$ cat src/rtl/fetch_stage.sv
// fetch_stage
// -----------
// Instruction-fetch stage. Owns the program counter, issues word requests to
// instruction memory over a req/gnt/rvalid handshake, and buffers returned
// words together with their PC in a small in-order FIFO that decode drains
// under stall_i. A redirect (flush_i) empties the buffer, restarts fetching at
// the new PC and drops every response that was already in flight.
//
// Ports:
//   clk, rst        clock and synchronous active-high reset
//   stall_i         decode cannot accept the head instruction this cycle
//   flush_i         redirect request, redirect_pc_i[1:0] are ignored
//   redirect_pc_i   new fetch PC
//   imem_req_o      fetch request valid (never depends on imem_gnt_i)
//   imem_addr_o     word-aligned fetch address, held until granted
//   imem_gnt_i      memory accepts the request this cycle
//   imem_rvalid_i   in-order response valid
//   imem_rdata_i    response instruction word
//   instruction_o   head instruction, or NOP (addi x0,x0,0) when empty
//   pc_o            PC of head instruction, 0 when empty
//   valid_o         buffer non-empty
module fetch_stage #(
    parameter logic [31:0] RESET_PC      = 32'h0000_0000,
    parameter int          FIFO_DEPTH    = 4,
    parameter type         instruction_t = logic [31:0]
) (
    input  logic         clk,
    input  logic         rst,
    input  logic         stall_i,
    input  logic         flush_i,
    input  logic [31:0]  redirect_pc_i,
    output logic         imem_req_o,
    output logic [31:0]  imem_addr_o,
    input  logic         imem_gnt_i,
    input  logic         imem_rvalid_i,
    input  logic [31:0]  imem_rdata_i,
    output instruction_t instruction_o,
    output logic [31:0]  pc_o,
    output logic         valid_o
);

    localparam int             PTR_W   = $clog2(FIFO_DEPTH);
    localparam int             CNT_W   = PTR_W + 1;
    localparam logic [CNT_W:0] DEPTH_C = (CNT_W + 1)'(FIFO_DEPTH);
    localparam instruction_t   NOP     = 32'h0000_0013;

    logic [31:0]      fetch_pc;
    logic [31:0]      resp_pc;
    logic [CNT_W-1:0] outstanding;
    logic [CNT_W-1:0] discard;
    logic [CNT_W-1:0] count;
    logic [PTR_W-1:0] wr_ptr;
    logic [PTR_W-1:0] rd_ptr;
    logic [31:0]      fifo_pc    [FIFO_DEPTH];
    instruction_t     fifo_instr [FIFO_DEPTH];

    logic [31:0]      redirect_pc;
    logic [CNT_W:0]   credit_used;
    logic             req_fire;
    logic             push;
    logic             pop;

    assign redirect_pc = redirect_pc_i & 32'hFFFF_FFFC;

    // A request is only issued when a buffer slot is guaranteed for its
    // response: every in-flight request plus every buffered word holds one
    // slot. A pop in the same cycle is not counted, which keeps imem_req_o
    // independent of stall_i and of the memory side.
    assign credit_used = {1'b0, outstanding} + {1'b0, count};
    assign imem_req_o  = !rst && !flush_i && (credit_used < DEPTH_C);
    assign imem_addr_o = fetch_pc;
    assign req_fire    = imem_req_o && imem_gnt_i;

    // A redirect voids any same-cycle push or pop.
    assign push = imem_rvalid_i && (discard == '0) && !flush_i;
    assign pop  = valid_o && !stall_i && !flush_i;

    // Decode-side outputs come only from buffer registers.
    assign valid_o       = (count != '0);
    assign instruction_o = valid_o ? fifo_instr[rd_ptr] : NOP;
    assign pc_o          = valid_o ? fifo_pc[rd_ptr] : 32'h0;

    // Request PC advances on each grant; response PC tracks the PC of the
    // next word that will actually be kept.
    always_ff @(posedge clk) begin
        if (rst) begin
            fetch_pc <= RESET_PC;
            resp_pc  <= RESET_PC;
        end else if (flush_i) begin
            fetch_pc <= redirect_pc;
            resp_pc  <= redirect_pc;
        end else begin
            if (req_fire) begin
                fetch_pc <= fetch_pc + 32'd4;
            end
            if (push) begin
                resp_pc <= resp_pc + 32'd4;
            end
        end
    end

    // outstanding counts every granted-but-unanswered request, including
    // ones whose responses will be dropped, so on a redirect all of them
    // become stale. The response arriving in the redirect cycle is dropped
    // here directly and so is not added to discard.
    always_ff @(posedge clk) begin
        if (rst) begin
            outstanding <= '0;
            discard     <= '0;
        end else begin
            case ({req_fire, imem_rvalid_i})
                2'b10:   outstanding <= outstanding + CNT_W'(1);
                2'b01:   outstanding <= outstanding - CNT_W'(1);
                default: outstanding <= outstanding;
            endcase
            if (flush_i) begin
                discard <= imem_rvalid_i ? (outstanding - CNT_W'(1)) : outstanding;
            end else if (imem_rvalid_i && (discard != '0)) begin
                discard <= discard - CNT_W'(1);
            end
        end
    end

    // Buffer pointers and occupancy; pointers wrap naturally because the
    // depth is a power of two.
    always_ff @(posedge clk) begin
        if (rst || flush_i) begin
            wr_ptr <= '0;
            rd_ptr <= '0;
            count  <= '0;
        end else begin
            if (push) begin
                wr_ptr <= wr_ptr + PTR_W'(1);
            end
            if (pop) begin
                rd_ptr <= rd_ptr + PTR_W'(1);
            end
            case ({push, pop})
                2'b10:   count <= count + CNT_W'(1);
                2'b01:   count <= count - CNT_W'(1);
                default: count <= count;
            endcase
        end
    end

    // Buffer storage needs no reset: entries are only read while count != 0.
    always_ff @(posedge clk) begin
        if (push) begin
            fifo_pc[wr_ptr]    <= resp_pc;
            fifo_instr[wr_ptr] <= instruction_t'(imem_rdata_i);
        end
    end

endmodule

$ cat config.mk
export PLATFORM = sky130hd
export DESIGN_NAME = fetch_stage
export DESIGN_NICKNAME = d
export VERILOG_FILES = /design/src/rtl/fetch_stage.sv
export SDC_FILE = /design/constraint.sdc
export NUM_CORES = 1
export LEC_CHECK = 0
export ABC_AREA = 0
export CAP_MARGIN = 0
export CORE_UTILIZATION = 60
export CTS_BUF_LIST = sky130_fd_sc_hd__clkbuf_16
export CTS_CLUSTER_DIAMETER = 60
export DETAILED_ROUTE_END_ITERATION = 16
export HOLD_SLACK_MARGIN = 0.03
export PLACE_DENSITY = 0.95
export SYNTH_ARGS = -nofsm -noshare
export SYNTH_HDL_FRONTEND = slang
export SYNTH_SLANG_ARGS = --single-unit
export TNS_END_PERCENT = 1
$ cat constraint.sdc
create_clock -name clk -period 6.13 [get_ports clk]
set_input_delay 0.613 -clock clk [delete_from_list [all_inputs] [get_ports clk]]
set_output_delay 0.613 -clock clk [all_outputs]
set_load 0.05 [all_outputs]
Yosys cells after proc, flatten, opt, wreduce, memory -nomap -nowiden
Memories as Yosys holds them, arrays and structs flattened. A register that Yosys moved wholly into a read port is not among the register bits.
Cells that the tools add are included.
{ "classes": {"eq_ne": 4, "add_sub_neg": 10, "n_mux": 17, "n_reduce_logical": 21, "n_lt_le_gt_ge": 1} }
{ "op_table": {"columns": ["operator", "count"], "rows": [
  ["$mux 32", 6],
  ["$add 32x3->32 const B", 2],
  ["$pmux 3 s2", 2],
  ["$reduce_bool 2->1", 5],
  ["$mux 3", 3],
  ["$sub 3x1->3 const B", 3],
  ["$logic_and 1x1->1", 8],
  ["$mux 2", 4],
  ["$add 3x1->3 const B", 2],
  ["$reduce_bool 3->1", 2],
  ["$add 2x1->2 const B", 2],
  ["$add 3x3->4", 1],
  ["$eq 2x1->1 const B", 2],
  ["$eq 2x2->1 const B", 2],
  ["$lt 4x3->1 const B", 1],
  ["$logic_not 1->1", 3],
  ["$logic_not 3->1", 1],
  ["$mux 1", 2],
  ["$reduce_or 2->1", 1],
  ["$logic_or 1x1->1", 1]
]} }
{ "totals": {"wordCells": 64, "ram_bits": 256, "n_memories": 2, "reg_bits": 77} }
{ "mem_list": {"columns": ["memory", "words", "word_bits", "read_ports", "rd_ports_with_merged_regs", "write_ports", "line", "source"], "rows": [
  ["fifo_instr", 4, 32, 1, 1, 1, "55", "instruction_t fifo_instr [FIFO_DEPTH];"],
  ["fifo_pc", 4, 32, 1, 1, 1, "54", "logic [31:0] fifo_pc [FIFO_DEPTH];"]
]} }

Logic depth before layout (Yosys ltp)
{ "depth": {"depth_word": 6, "ltp_mapped": 13, "depth_no_buf": 11} }

Worst setup path before layout
No wires, ideal clock.
{ "synth_path": {"path_type": "input-to-reg", "from": "input imem_rvalid_i", "to": "memory fifo_instr[0][0] (netlist bit) (enable)", "setup_time_ns": 0.427, "cell_stages": 5, "arrival_ns": 2.944, "setup_slack_ns": 2.759, "n_path_buf": 3, "cell_sequence": "buf_2 and3b_1 buf_2 buf_1 and3_1"} }
{ "synth_between": {"elab_chain_len": 4} }
{ "synth_rtl": {"columns": ["item", "line", "source"], "rows": [
  ["start, declared", "35", "input logic imem_rvalid_i,"],
  ["$logic_and 1x1->1 (2 in a row)", "75", "assign push = imem_rvalid_i && (discard == '0) && !flush_i;"],
  ["$mux 1", "148", "if (push) begin"],
  ["$mux 1 (not written as such)", "150", "fifo_instr[wr_ptr] <= instruction_t'(imem_rdata_i);"],
  ["end, declared", "55", null]
]} }
No other way between the ends.

==> impl_metrics.tcl <==
set metrics [dict create \
    root_buffer "clkbuf_16" \
    gr-max-usage-layer "met2" \
    post-cts-setup-buffers 0 \
    cap_viol_max_count 0 \
    met2_usage_pct 44.42 \
    fmax_mhz 241.0 \
    ctsHtreeMaxLevel 1 \
    yosysSeqAreaShare_pct 66.46 \
    worst-path-max-fanout 46 \
    grt_use_met1_pct 36.34 \
    cp-start-kind "flip-flop" \
    syn_inst 903 \
    synth_edf_count 248 \
    power_leakage_uw 0.005211 \
    cts_hold_buf 0 \
    relSlewSlack_pct 25.39 \
    slowest_delay_ns 0.96 \
    via_per_inst 6.161 \
    drtAntennaViolNets 0 \
    initial_core_util_pct 61.51 \
    clkLatencyLatePin_ns 0.56 \
    nets 1141 \
    pin_count 168 \
    ff2ff_setup_slack_ns 3.06 \
    drive_gt1_share_pct 12.78 \
    cts_resized 0 \
    max-clock-path-buffers 3 \
    place_congestion 0.8390 \
    r2r-end "fifo_instr[2][23]" \
    clk_pin_slew_ns 0.07 \
    hold_viol 0 \
    cp-end-kind "primary output" \
    ir_worst_vdd_v 0.0001952 \
    rsz0062_at_grt "no" \
    dp_cells 1304 \
    setup_viol 0 \
    design.die.area_um2 23040 \
    slew_viol_final 0 \
    power.density_nw_per_um2 297.0 \
    worstReg2RegStart "discard[0]" \
    grt_max_degree 65 \
    initialDrtViolationCount 738 \
    antenna_found_initial 0 \
    holdPathStages 2 \
    drcViolationCount 0 \
    r2r_cells 5 \
    core_area_um2 21890 \
    numCtsBuffers 30 \
    use_met3_pct 3.394 \
    hold_path_class "reg -> reg" \
    diodes 0 \
    grt_overflow 0 \
    crit_arrival_ns 3.54 \
    final_cells 1360 \
    worstPathRequired_ns 5.52 \
    clkSinkCount 323 \
    portBuffers 161 \
    grt_pass1_vias 8297 \
    period_share_pct 67.68 \
    fin_crit_ns 4.149 \
    cts_tree "done" \
    async_reset_ff_share_pct 0 \
    layout_common_cells "edfxtp_1, clkdlybuf4s50_1, dfxtp_1, mux4_2, nor2b_1" \
    critical_path_class "reg -> out" \
    dp_hpwl_um 18400 \
    crit_chain "buf_4, mux4_2, nor2b_1, clkdlybuf4s50_1" \
    first_pass_iters 5 \
    fp-row-count 54 \
    synth.cell_area_um2 13470 \
    drt-wirelength-per-cell_um 22.22 \
    fp.dieW_um 151.8 \
    cp_num_buf_inv 2 \
    fin_setup_tns_ns 0 \
    hp-start "count[2]" \
    worst_slew_pin_slew_ns 1.119 \
    min_to "count[2]" \
    yosys.cell_types.count 48 \
    status "finished clean" \
    grt_usage_pct 26.11 \
    syn_to_final_growth_pct 21.39 \
    fin_worst_skew_ns 0.02036 \
    path_delay_family "buffers and inverters" \
    final_common_cell "edfxtp_1" \
    wl_um 30210 \
    cp_slowest_cell "dfxtp_4" \
    grt_pass1_wl_um 46730 \
    die_y_um 151.8 \
    syn_avg_cell_area_um2 14.91 \
    vias 8379 \
    ys_seq_elements 323 \
    synth_flop_cell "edfxtp_1" \
    yosys_warnings 0 \
]
-- area by class of cell --
type | count | area, µm²
tap | 280 | 350.3
timing repair buffer | 171 | 1682
fill | 1263 | 5545
clock buffer | 31 | 775.7
inverter | 27 | 101.3
sequential | 323 | 8954
multi-input combinational | 503 | 4202
clock inverter | 25 | 281.5
-- power breakdown --
part,internal (µW),total [µW],switching (µW)
Clock,1170,1980,806
Sequential,2420,2490,63.8
Combinational,158,392,233
Total,3750,4850,1100
-- how the worst max path moves through the flow --
stage | slack (ns) | to | start | cells after the start
global route | 1.77 | pc_o[13] | flip-flop | 4
global placement | 2.38 | fifo_instr[2][5] | imem_rvalid_i | 4
floorplan | 2.76 | fifo_instr[0][0] | imem_rvalid_i | 5
detailed placement | 2.24 | fifo_instr[2][5] | imem_rvalid_i | 4
CTS | 1.89 | pc_o[13] | flip-flop | 4
finish | 1.98 | pc_o[13] | flip-flop | 4
-- cell usage after synthesis (2+ instances only) --
master | instances | area share, %
a211oi_1 | 17 | 0.95
a21boi_0 | 8 | 0.45
a21oi_1 | 28 | 1.0
a2bb2oi_1 | 2 | 0.13
a311oi_1 | 7 | 0.46
a31oi_1 | 16 | 0.74
and2_1 | 4 | 0.19
and3_1 | 13 | 0.60
and4_1 | 5 | 0.33
buf_1 | 4 | 0.11
buf_2 | 11 | 0.41
buf_4 | 4 | 0.22
clkbuf_1 | 33 | 0.92
dfxtp_1 | 75 | 11
edfxtp_1 | 248 | 55
ha_1 | 14 | 1.3
inv_1 | 25 | 0.70
inv_2 | 2 | 0.056
mux2i_1 | 2 | 0.15
mux4_2 | 62 | 10
nand2_1 | 46 | 1.3
nand3_1 | 16 | 0.59
nand4_1 | 16 | 0.74
nor2_1 | 44 | 1.2
nor2b_1 | 60 | 2.8
nor3_1 | 18 | 0.67
nor4_1 | 4 | 0.19
nor4_2 | 2 | 0.19
o211ai_1 | 8 | 0.45
o21a_1 | 4 | 0.22
o21ai_0 | 14 | 0.52
o21bai_1 | 3 | 0.17
o311ai_0 | 10 | 0.65
o31a_1 | 4 | 0.26
or2_2 | 6 | 0.28
or3_1 | 17 | 0.79
or4_1 | 3 | 0.17
xnor2_1 | 24 | 1.6
xor2_1 | 15 | 0.98
-- routing by layer --
| layer | up-vias | routed length [µm] |
|---|---|---|
| met1 | 4154 | 11980 |
| met5 | - | 0 |
| met3 | 37 | 2391 |
| met4 | 0 | 422 |
| met2 | 426 | 15420 |
| li1 | 3762 | - |
-- registers in the layout, summed over array words and instances, names as in the netlist, named ones only --
name	cells
fifo_pc	120
outstanding	3
fifo_instr	128
rd_ptr	2
imem_addr_o	30
wr_ptr	2
discard	3
count	3
resp_pc	30
-- per-stage QoR --
step / hold WS (ns) / power (µW) / instance area, µm² / setup slack [ns] / util [%]
after CTS: 0.5391 / 4876 / 16350 / 1.894 / 74.67
after detailed placement: 0.5271 / 2915 / 15290 / 2.244 / 69.84
final: 0.5403 / 4854 / 16350 / 1.981 / 74.67
after global placement: 0.5099 / 2893 / 15290 / 2.376 / 69.84
after floorplan: 0.4601 / 2757 / 13480 / 2.759 / -
after global routing: 0.5542 / 4980 / 16350 / 1.766 / 74.67
-- logic make-up (layout without fill, tap and decap cells) --
kind of cell	count (synthesis)	after routing	share of synthesized area [%]
adders and majority gates	15	15	1.450
xor gates and xnor gates	39	39	2.537
muxes	64	64	10.52
DFF	323	323	66.46
other	1	4	0.02785
buffers and inverters	80	254	2.500
AOI/OAI and AO/OA	121	121	6.030
and+or+nand+nor	260	260	10.48
-- worst register-to-register path, delay by kind of cell, from the launching register on --
kind,cells,cell delay [ns]
adder cells (fa/ha/maj),1,0.19
buffers and inverters,2,0.56
flip-flops,1,0.32
AND/OR/NAND/NOR,2,1.64
Power figures use the tool's default switching activity.
